<file path="src/rtl/hist_pkg.sv">
// Shared definitions for the histogram accumulator engine.
//   state_t    : engine control states
//   *_DEF      : default values for the engine parameters
//   bin_index  : maps a pixel value to its histogram bin by dropping low bits
package hist_pkg;

    typedef enum logic [2:0] {
        ST_IDLE  = 3'd0,
        ST_CLEAR = 3'd1,
        ST_ACCUM = 3'd2,
        ST_DRAIN = 3'd3,
        ST_DONE  = 3'd4
    } state_t;

    localparam int unsigned PIX_W_DEF         = 8;
    localparam int unsigned PIX_PER_LINE_DEF  = 16;
    localparam int unsigned BIN_BITS_DEF      = 6;
    localparam int unsigned CNT_W_DEF         = 32;
    localparam int unsigned BINS_PER_WORD_DEF = 4;
    localparam int unsigned ADDR_W_DEF        = 16;

    // The bin is the top BIN_BITS bits of the pixel; shift = PIX_W - BIN_BITS.
    function automatic int unsigned bin_index(input logic [31:0] pixel,
                                              input int unsigned shift);
        return pixel >> shift;
    endfunction

endpackage

</file>
<file path="src/rtl/hist_rmw_merge.sv">
// Read-modify-write merge for one packed scratch line.
// Picks the freshest copy of the line being updated (the line in the write
// stage now, else the line written last cycle, else the scratch read data),
// then increments one counter field with saturation.
//   addr   : line address being updated
//   rdata  : line data returned by the scratch memory
//   w_*    : line currently in the write stage (newest history entry)
//   h_*    : line that was in the write stage one cycle earlier
//   field  : counter index inside the line
//   wdata  : updated line
//   sat    : the selected counter was already at its maximum
module hist_rmw_merge #(
    parameter int unsigned CNT_W         = 32,
    parameter int unsigned BINS_PER_WORD = 4,
    parameter int unsigned ADDR_W        = 16,
    parameter int unsigned FIELD_W       = 2
) (
    input  logic [ADDR_W-1:0]              addr,
    input  logic [BINS_PER_WORD*CNT_W-1:0] rdata,
    input  logic                           w_vld,
    input  logic [ADDR_W-1:0]              w_addr,
    input  logic [BINS_PER_WORD*CNT_W-1:0] w_data,
    input  logic                           h_vld,
    input  logic [ADDR_W-1:0]              h_addr,
    input  logic [BINS_PER_WORD*CNT_W-1:0] h_data,
    input  logic [FIELD_W-1:0]             field,
    output logic [BINS_PER_WORD*CNT_W-1:0] wdata,
    output logic                           sat
);

    function automatic logic [CNT_W-1:0] sat_inc(input logic [CNT_W-1:0] v);
        return (&v) ? v : v + CNT_W'(1);
    endfunction

    logic [BINS_PER_WORD*CNT_W-1:0] sel;
    logic [CNT_W-1:0]               cur;

    always_comb begin
        sel = rdata;
        if (h_vld && (h_addr == addr)) sel = h_data;
        // The write-stage entry is newer than the history entry, so it wins.
        if (w_vld && (w_addr == addr)) sel = w_data;
        cur   = sel[field*CNT_W +: CNT_W];
        sat   = &cur;
        wdata = sel;
        wdata[field*CNT_W +: CNT_W] = sat_inc(cur);
    end

endmodule

</file>
<file path="src/rtl/histogram_accum_engine.sv">
// Histogram accumulator engine.
// Clears the scratch histogram, then streams packed pixel lines, bins every
// pixel and read-modify-writes the packed bin counters in scratch memory
// through a 3-stage R/M/W pipeline with forwarding of in-flight lines.
// Ports:
//   clock, reset            : rising-edge clock, synchronous active-high reset
//   start                   : begin clear pass and frame (only from IDLE)
//   in_valid/in_ready       : pixel line handshake, in_data packed pixels
//   in_last                 : marks the final line of the frame
//   scr_rd_en/addr, rdata   : scratch read port (data one cycle after strobe)
//   scr_wr_en/addr/wdata    : scratch write port
//   busy, done              : not IDLE / one-cycle end-of-frame pulse
//   sat_flag, pixel_count   : sticky counter saturation, pixels this frame
module histogram_accum_engine
    import hist_pkg::*;
#(
    parameter int unsigned PIX_W         = PIX_W_DEF,
    parameter int unsigned PIX_PER_LINE  = PIX_PER_LINE_DEF,
    parameter int unsigned BIN_BITS      = BIN_BITS_DEF,
    parameter int unsigned CNT_W         = CNT_W_DEF,
    parameter int unsigned BINS_PER_WORD = BINS_PER_WORD_DEF,
    parameter int unsigned ADDR_W        = ADDR_W_DEF
) (
    input  logic                            clock,
    input  logic                            reset,
    input  logic                            start,
    input  logic                            in_valid,
    output logic                            in_ready,
    input  logic [PIX_PER_LINE*PIX_W-1:0]   in_data,
    input  logic                            in_last,
    output logic                            scr_rd_en,
    output logic [ADDR_W-1:0]               scr_rd_addr,
    input  logic [BINS_PER_WORD*CNT_W-1:0]  scr_rdata,
    output logic                            scr_wr_en,
    output logic [ADDR_W-1:0]               scr_wr_addr,
    output logic [BINS_PER_WORD*CNT_W-1:0]  scr_wdata,
    output logic                            busy,
    output logic                            done,
    output logic                            sat_flag,
    output logic [CNT_W-1:0]                pixel_count
);

    localparam int unsigned LINE_W    = BINS_PER_WORD * CNT_W;
    localparam int unsigned IN_W      = PIX_PER_LINE * PIX_W;
    localparam int unsigned SCR_DEPTH = (2 ** BIN_BITS) / BINS_PER_WORD;
    localparam int unsigned SHIFT     = PIX_W - BIN_BITS;
    localparam int unsigned FIELD_W   = (BINS_PER_WORD > 1) ? $clog2(BINS_PER_WORD) : 1;
    localparam int unsigned SER_W     = $clog2(PIX_PER_LINE + 1);

    function automatic logic [CNT_W-1:0] sat_inc(input logic [CNT_W-1:0] v);
        return (&v) ? v : v + CNT_W'(1);
    endfunction

    state_t             state, state_nxt;
    logic [ADDR_W-1:0]  clr_addr;
    logic [IN_W-1:0]    ser_data;
    logic [SER_W-1:0]   ser_cnt;
    logic               accept;

    logic               vld_p0;
    logic [PIX_W-1:0]   pix_p0;
    int unsigned        bin_p0;
    logic [ADDR_W-1:0]  addr_p0;
    logic [FIELD_W-1:0] field_p0;

    logic               vld_p1;
    logic [ADDR_W-1:0]  addr_p1;
    logic [FIELD_W-1:0] field_p1;
    logic [LINE_W-1:0]  merged_p1;
    logic               sat_p1;

    logic               vld_p2;
    logic [ADDR_W-1:0]  addr_p2;
    logic [LINE_W-1:0]  data_p2;

    logic               vld_p3;
    logic [ADDR_W-1:0]  addr_p3;
    logic [LINE_W-1:0]  data_p3;

    // Control FSM
    always_ff @(posedge clock) begin
        if (reset) state <= ST_IDLE;
        else       state <= state_nxt;
    end

    always_comb begin
        state_nxt = state;
        case (state)
            ST_IDLE:  if (start) state_nxt = ST_CLEAR;
            ST_CLEAR: if (clr_addr == ADDR_W'(SCR_DEPTH - 1)) state_nxt = ST_ACCUM;
            ST_ACCUM: if (accept && in_last) state_nxt = ST_DRAIN;
            // Once the serializer is empty and M holds nothing, the W stage
            // is issuing the last write of the frame this cycle (or none).
            ST_DRAIN: if ((ser_cnt == '0) && !vld_p1) state_nxt = ST_DONE;
            ST_DONE:  state_nxt = ST_IDLE;
            default:  state_nxt = ST_IDLE;
        endcase
    end

    always_ff @(posedge clock) begin
        if (reset || (state != ST_CLEAR)) clr_addr <= '0;
        else                              clr_addr <= clr_addr + ADDR_W'(1);
    end

    // Line serializer: a new line only enters once the previous one is fully out.
    assign in_ready = (state == ST_ACCUM) && (ser_cnt == '0);
    assign accept   = in_valid && in_ready;

    always_ff @(posedge clock) begin
        if (reset)       ser_cnt <= '0;
        else if (accept) ser_cnt <= SER_W'(PIX_PER_LINE);
        else if (vld_p0) ser_cnt <= ser_cnt - SER_W'(1);
    end

    always_ff @(posedge clock) begin
        if (accept)      ser_data <= in_data;
        else if (vld_p0) ser_data <= ser_data >> PIX_W;
    end

    // Stage p0 (R): bin the head pixel and issue the scratch read
    always_comb begin
        vld_p0   = (ser_cnt != '0);
        pix_p0   = ser_data[PIX_W-1:0];
        bin_p0   = bin_index(32'(pix_p0), SHIFT);
        addr_p0  = ADDR_W'(bin_p0 / BINS_PER_WORD);
        field_p0 = FIELD_W'(bin_p0 % BINS_PER_WORD);
    end

    always_ff @(posedge clock) begin
        if (reset) vld_p1 <= 1'b0;
        else       vld_p1 <= vld_p0;
    end

    always_ff @(posedge clock) begin
        addr_p1  <= addr_p0;
        field_p1 <= field_p0;
    end

    // Stage p1 (M): forward-select the freshest line and bump one field
    hist_rmw_merge #(
        .CNT_W         (CNT_W),
        .BINS_PER_WORD (BINS_PER_WORD),
        .ADDR_W        (ADDR_W),
        .FIELD_W       (FIELD_W)
    ) u_merge (
        .addr   (addr_p1),
        .rdata  (scr_rdata),
        .w_vld  (vld_p2),
        .w_addr (addr_p2),
        .w_data (data_p2),
        .h_vld  (vld_p3),
        .h_addr (addr_p3),
        .h_data (data_p3),
        .field  (field_p1),
        .wdata  (merged_p1),
        .sat    (sat_p1)
    );

    always_ff @(posedge clock) begin
        if (reset) begin
            vld_p2 <= 1'b0;
            vld_p3 <= 1'b0;
        end else begin
            vld_p2 <= vld_p1;
            vld_p3 <= vld_p2;
        end
    end

    // Stage p2 (W) and p3 history: the p3 copy covers a read that collided
    // with the write of the same line and therefore returned stale data.
    always_ff @(posedge clock) begin
        addr_p2 <= addr_p1;
        data_p2 <= merged_p1;
        addr_p3 <= addr_p2;
        data_p3 <= data_p2;
    end

    always_ff @(posedge clock) begin
        if (reset) begin
            pixel_count <= '0;
            sat_flag    <= 1'b0;
        end else if ((state == ST_IDLE) && start) begin
            pixel_count <= '0;
            sat_flag    <= 1'b0;
        end else if (vld_p1) begin
            pixel_count <= sat_inc(pixel_count);
            if (sat_p1) sat_flag <= 1'b1;
        end
    end

    assign busy        = (state != ST_IDLE);
    assign done        = (state == ST_DONE);
    assign scr_rd_en   = vld_p0;
    assign scr_rd_addr = vld_p0 ? addr_p0 : '0;
    assign scr_wr_en   = (state == ST_CLEAR) || vld_p2;
    assign scr_wr_addr = (state == ST_CLEAR) ? clr_addr : (vld_p2 ? addr_p2 : '0);
    assign scr_wdata   = vld_p2 ? data_p2 : '0;

endmodule

</file>
<file path="config.mk">
export PLATFORM = sky130hd
export DESIGN_NAME = histogram_accum_engine
export DESIGN_NICKNAME = d
export VERILOG_FILES = /design/src/rtl/hist_pkg.sv /design/src/rtl/hist_rmw_merge.sv /design/src/rtl/histogram_accum_engine.sv
export SDC_FILE = /design/constraint.sdc
export NUM_CORES = 1
export LEC_CHECK = 0
export CORE_MARGIN = 5
export CORE_UTILIZATION = 49
export DETAILED_ROUTE_END_ITERATION = 8
export PLACE_DENSITY = 0.74
export SLEW_MARGIN = 20
export SYNTH_ARGS = -nofsm -noshare
export SYNTH_HDL_FRONTEND = slang
export SYNTH_SLANG_ARGS = --single-unit
</file>
<file path="constraint.sdc">
create_clock -name clock -period 9.17 [get_ports clock]
set_input_delay 1.834 -clock clock [delete_from_list [all_inputs] [get_ports clock]]
set_output_delay 1.834 -clock clock [all_outputs]
set_load 0.005 [all_outputs]
</file>
==> Word level (Yosys, flattened, before mapping) <==
Cells that the tools add are included.
{ "op_classes": {"muxes": 17, "n_shift": 3, "add_sub_neg": 5, "bitwise": 1, "n_eq_ne": 12, "n_reduce_logical": 22} }
{ "ops": {"columns": ["cell", "n"], "rows": [
  ["128-bit two-way mux", 5],
  ["128-bit bitwise mux", 1],
  ["32-bit by 34-bit variable shift with 128-bit output, first input constant", 1],
  ["128-bit by 8-bit variable part select with 32-bit output", 1],
  ["32-bit by 34-bit variable part select with 128-bit output", 1],
  ["32-bit by 1-bit adder with 32-bit output, second input constant", 2],
  ["32-bit AND reduction", 2],
  ["7-bit negation with 34-bit output", 1],
  ["33-bit AND reduction", 1],
  ["32-bit two-way mux", 1],
  ["16-bit by 1-bit adder with 16-bit output, second input constant", 1],
  ["16-bit by 4-bit equality test with 1-bit output, second input constant", 1],
  ["16-bit two-way mux", 1],
  ["3-bit two-way mux", 4],
  ["3-bit one-hot mux with 4 select lines", 1],
  ["5-bit two-way mux", 2],
  ["4-bit equality test", 2],
  ["4-bit two-way mux", 2],
  ["2-bit inequality test, second input constant", 4],
  ["1-bit logical AND", 7],
  ["3-bit by 2-bit equality test with 1-bit output, second input constant", 2],
  ["5-bit logical NOT", 1],
  ["5-bit nonzero test", 1],
  ["5-bit by 1-bit subtractor with 5-bit output, second input constant", 1],
  ["12 further kinds", 14]
]} }
{ "word_totals": {"in_bits": 261, "regBits": 458, "word_cells": 76, "output_inout_bits": 198} }

==> Longest topological paths before layout <==
{ "logic_depth": {"word_depth": 9, "ltp_mapped": 18, "depth_no_buf": 12} }

==> By module <==
From an unflattened synthesis, not the netlist that was laid out.
{ "unflattened": {"cells_unflattened": 2203, "area_unflattened_um2": 21036.4} }
{ "modules_own_cells": {"columns": ["module", "seq_area_each_um2", "area_each_um2", "cells_per_inst", "instances"], "rows": [
  ["histogram_accum_engine", 9489.1, 13304.0, 988, 1],
  ["hist_rmw_merge", 0.0, 7732.4, 1215, 1]
]} }

==> Worst setup path after synthesis <==
Ideal clock, no wire load.
{ "synth_timing": {"kind": "input port to flip-flop", "start": "input in_valid", "end": "register ser_data[100] (enable)", "arrival_time_ns": 3.791, "n_path_buf": 1, "slack_ns": 4.480, "setup_time_ns": 0.898, "stages": 3, "t_required_ns": 8.272, "path_cell_list": "nand2_1 clkbuf_1 nand2_1"} }
{ "synth_via": {"elab_chain_len": 2} }
{ "synth_lines": {"columns": ["element", "line_no", "text"], "rows": [
  ["start: declaration", "histogram_accum_engine.sv:27", "input logic in_valid,"],
  ["1-bit logical AND", "histogram_accum_engine.sv:107", "assign accept = in_valid && in_ready;"],
  ["2-bit nonzero test (no source line)", null, null],
  ["end signal: assignment", "histogram_accum_engine.sv:116", "if (accept) ser_data <= in_data;"],
  ["end signal: assignment", "histogram_accum_engine.sv:117", "else if (vld_p0) ser_data <= ser_data >> PIX_W;"],
  ["end: declaration", "histogram_accum_engine.sv:56", "logic [IN_W-1:0] ser_data;"]
]} }
No other way between the ends.
A chain may end at the register's enable or synchronous reset.

==> Final worst setup path <==
{ "layout_timing": {"start": "register addr_p1[1]", "end": "register data_p2[22]"} }
{ "layout_via": {"elab_chain_len": 9, "word_cells_on_any_way": 12, "classes_between": "add/sub (1); eq/ne (2); shift (2); mux (4); reduce/logical (3)"} }
{ "layout_lines": {"columns": ["element", "line_no", "text"], "rows": [
  ["start: declaration", "histogram_accum_engine.sv:67", "logic [ADDR_W-1:0] addr_p1;"],
  ["start signal: assignment", "histogram_accum_engine.sv:135", "addr_p1 <= addr_p0;"],
  ["4-bit equality test", "hist_rmw_merge.sv:40", "if (h_vld && (h_addr == addr)) sel = h_data;"],
  ["1-bit logical AND", "hist_rmw_merge.sv:40", null],
  ["128-bit two-way mux", "hist_rmw_merge.sv:40", null],
  ["128-bit two-way mux (*)", "hist_rmw_merge.sv:42", "if (w_vld && (w_addr == addr)) sel = w_data;"],
  ["128-bit by 8-bit variable part select with 32-bit output", "hist_rmw_merge.sv:43", "cur = sel[field*CNT_W +: CNT_W];"],
  ["32-bit by 1-bit adder with 32-bit output or 32-bit AND reduction (tied branches)", null, null],
  ["32-bit two-way mux", "hist_rmw_merge.sv:32", "return (&v) ? v : v + CNT_W'(1);"],
  ["32-bit by 34-bit variable part select with 128-bit output", "hist_rmw_merge.sv:46", "wdata[field*CNT_W +: CNT_W] = sat_inc(cur);"],
  ["128-bit bitwise mux (*)", "hist_rmw_merge.sv:46", null],
  ["named net merged_p1[22]", "histogram_accum_engine.sv:69", "logic [LINE_W-1:0] merged_p1;"],
  ["end signal: assignment", "histogram_accum_engine.sv:173", "data_p2 <= merged_p1;"],
  ["end: declaration", "histogram_accum_engine.sv:74", "logic [LINE_W-1:0] data_p2;"]
]} }
The timed path passes the listed nets; every way through them passes the cells marked *.

==> impl_results.md <==
- Outcome: finished, final reports clean
- Initial core utilization: 0.492
- Commonest cells in the netlist: nand2_1 (342), dfxtp_1 (330), o21ai_0 (147)
- CP arrival: 6.47 ns
- Pin count of the biggest net entering global routing: 132
- Initial antenna violation count: 15
- Synthesis-to-layout area growth: 29.6%
- Drt total wl: 71500 um
- Share of layout cells above drive strength 1: 0.0601
- Routed len/inst: 23.2 um
- Hpwl dp: 47300 um
- Static Leak: 9.46 nW
- H-tree depth: 2
- P_sw: 0.00322 W
- Period utilization: 0.660
- Top-area cell type share of the netlist area: 0.331
- Startpoint Class: flop
- Setup slack, reg-to-reg: 3.12 ns
- Num Clock Sinks: 426
- Via count: 18934
- Mapped Cells: 2199
- Total negative setup slack: 0 ns
- Critical Path End Type: flop
- Logic pwr share: 0.377
- GRT Resource Usage Total: 0.303
- Peak supply drop: 0.274 mV
- Global-route wire length before repair: 108000 um
- Postcts setup bufs: 0
- Yosys Warn Count: 0
- Sequential power share: 0.392
- Clock Latency Late Sink: 0.57 ns
- F_max: 165 MHz
- Total power: 0.00838 W
- IO Pins: 459
- Slew headroom: 0.230
- # Max-Cap Violations: 0
- Total die area: 44800 um^2
- Dominant cell type by area after synthesis: dfxtp_1
- Final hold violation count: 0
- GRT overflow: 0
- Post-synth cell types: 67
- GPL Wtd Cong: 0.878
- R2R depth: 11
- Switching share of total power: 0.384
- Post-synthesis sequential area ratio: 0.476
- Hold-critical path depth: 0
- Count of final setup violators: 0
- Fin nets: 2783
- Worst min path class: reg -> reg
- Port Buffers: 414
- Top FF cell, synth: dfxtp_1
- Internal power: 0.00517 W
- EDFF count, synth: 96
- CP max FO: 80
- Post-route ant nets: 0
- Clock skew: 0.0218 ns
- DRC viols: 0
- CTS Buffer Depth: 3
- Core Box Area: 40600 um^2
- CTS Buf Count: 45
- Post-layout min period: 6.05 ns
- Die height: 212 um
- Clock power share: 0.231
- Via/cell ratio: 6.14
- DR pass1 iterations: 6
- Clock transition at path regs: 0.06 ns
- Unrepaired setup endpoints after global routing: false
- Top area cells in the synthesized netlist: dfxtp_1 (33%), edfxtp_1 (14%), nand2_1 (6.4%), and2_1 (4.5%), a311o_1 (4.2%)
- Final core occ: 0.637
- Cell with the most instances after synthesis: nand2_1
- Vias in the first global route: 18889
- Slew @ Worst Pin: 1.15 ns
- # hold bufs at CTS: 0
- Mapped Area: 19900 um^2
- Worst EP required: 9.58 ns
- Synthesized area per cell: 9.07 um^2
- CTS root buf: clkbuf_16
- Die Wd: 212 um
- Rows: 74
- Post-CTS Resized: 0
- Pwr Density: 324 nW/um^2
- Max Slew Vio Count: 0
- Initial DRC count: 1683
- CTS tree: yes
- Setup CP Type: reg -> reg
- Async set-reset flop share out of synthesis: 0
- Yosys reg bits: 426
-- sequential cells by signal, indices dropped and copies added (netlist names) --
name         count
ser_cnt          5
data_p2        128
addr_p2          4
vld_p3           1
ser_data        96
state            3
vld_p1           1
sat_flag         1
vld_p2           1
field_p1         2
addr_p1          4
addr_p3          4
data_p3        128
clr_addr        16
pixel_count     32
-- critical path, cell delays in order (launching register included) --
cell	delay, ns
dfxtp_1	0.39
xnor2_1	0.13
nand3_4	0.52
or2_4	0.79
buf_4	0.79
o2bb2ai_1	0.22
o221ai_1	0.53
nand4_1	0.53
nor3_2	0.93
nand4_1	0.36
xnor2_1	0.43
o21ai_0	0.16
-- cells by family after synthesis --
group	Yosys count	share of synthesized area
fa+ha+maj	10	0.00627
mux	14	0.0140
simple gates	955	0.241
xor+xnor	75	0.0341
other cells	1	0.000188
flops	426	0.476
compound gates	505	0.181
buf+inv	213	0.0476
-- cells in the final DEF (no fill, tap or decap), drive strengths merged, types with 21 or more instances in the layout --
master / synthesis / routed
xor2: 29 / 29
nand2: 342 / 342
o31ai: 30 / 30
clkdlybuf4s50: 0 / 414
a21oi: 21 / 21
nor2: 84 / 84
nor3: 97 / 97
xnor2: 46 / 46
and3: 50 / 50
and2: 144 / 144
edfxtp: 96 / 96
a21boi: 35 / 35
o21ai: 167 / 167
o2bb2ai: 24 / 24
or3: 46 / 46
dfxtp: 330 / 330
a311oi: 70 / 70
nor4: 22 / 22
buf: 78 / 35
clkbuf: 116 / 69
o22ai: 33 / 33
nand3: 115 / 115
a311o: 83 / 83
-- through the flow --
stage / setup WS, ns / hold slack, ns / instances / cell area (um^2)
after floorplan: 4.48 / 0.323 / 2210 / 20000
after global placement: 3.32 / 0.332 / 2997 / 24200
after detailed placement: 3.26 / 0.331 / 2997 / 24200
after CTS: 3.28 / 0.345 / 3079 / 25800
after global routing: 2.88 / 0.348 / 3080 / 25800
final: 3.12 / 0.345 / 3084 / 25800
-- metal layers --
layer / wire length [um] / global-route usage / vias up
met2: 32600 / 0.478 / 1007
li1: - / - / 8635
met1: 27700 / 0.385 / 9067
met4: 2920 / 0.122 / 20
met3: 8100 / 0.103 / 205
met5: 118 / 0 / -
-- worst paths after layout --
kind / start / to
min: ser_data[2] / field_p1[0]
max reg2reg: addr_p1[1] / data_p2[22]
min reg2reg: ser_data[2] / field_p1[0]
max: addr_p1[1] / data_p2[22]
-- power groups by stage --
stage	Sequential, W	Combinational, W	Clock, W
final	0.00329	0.00316	0.00194
after global routing	0.00337	0.00336	0.00204
after CTS	0.00328	0.00311	0.00196
after detailed placement	0.00331	0.00309	0
after global placement	0.00327	0.00304	0
after floorplan	0.00319	0.00193	0
-- final cells by class --
class / count / area (um^2)
Fill cell: 3380 / 14700
Multi-Input combinational cell: 1571 / 9600
Sequential cell: 426 / 9490
Timing Repair Buffer: 449 / 4410
Clock buffer: 69 / 1390
Tap cell: 532 / 666
Clock inverter: 13 / 194
Inverter: 19 / 71.3
Antenna cell: 5 / 12.5
(Power assumes the default switching activity.)
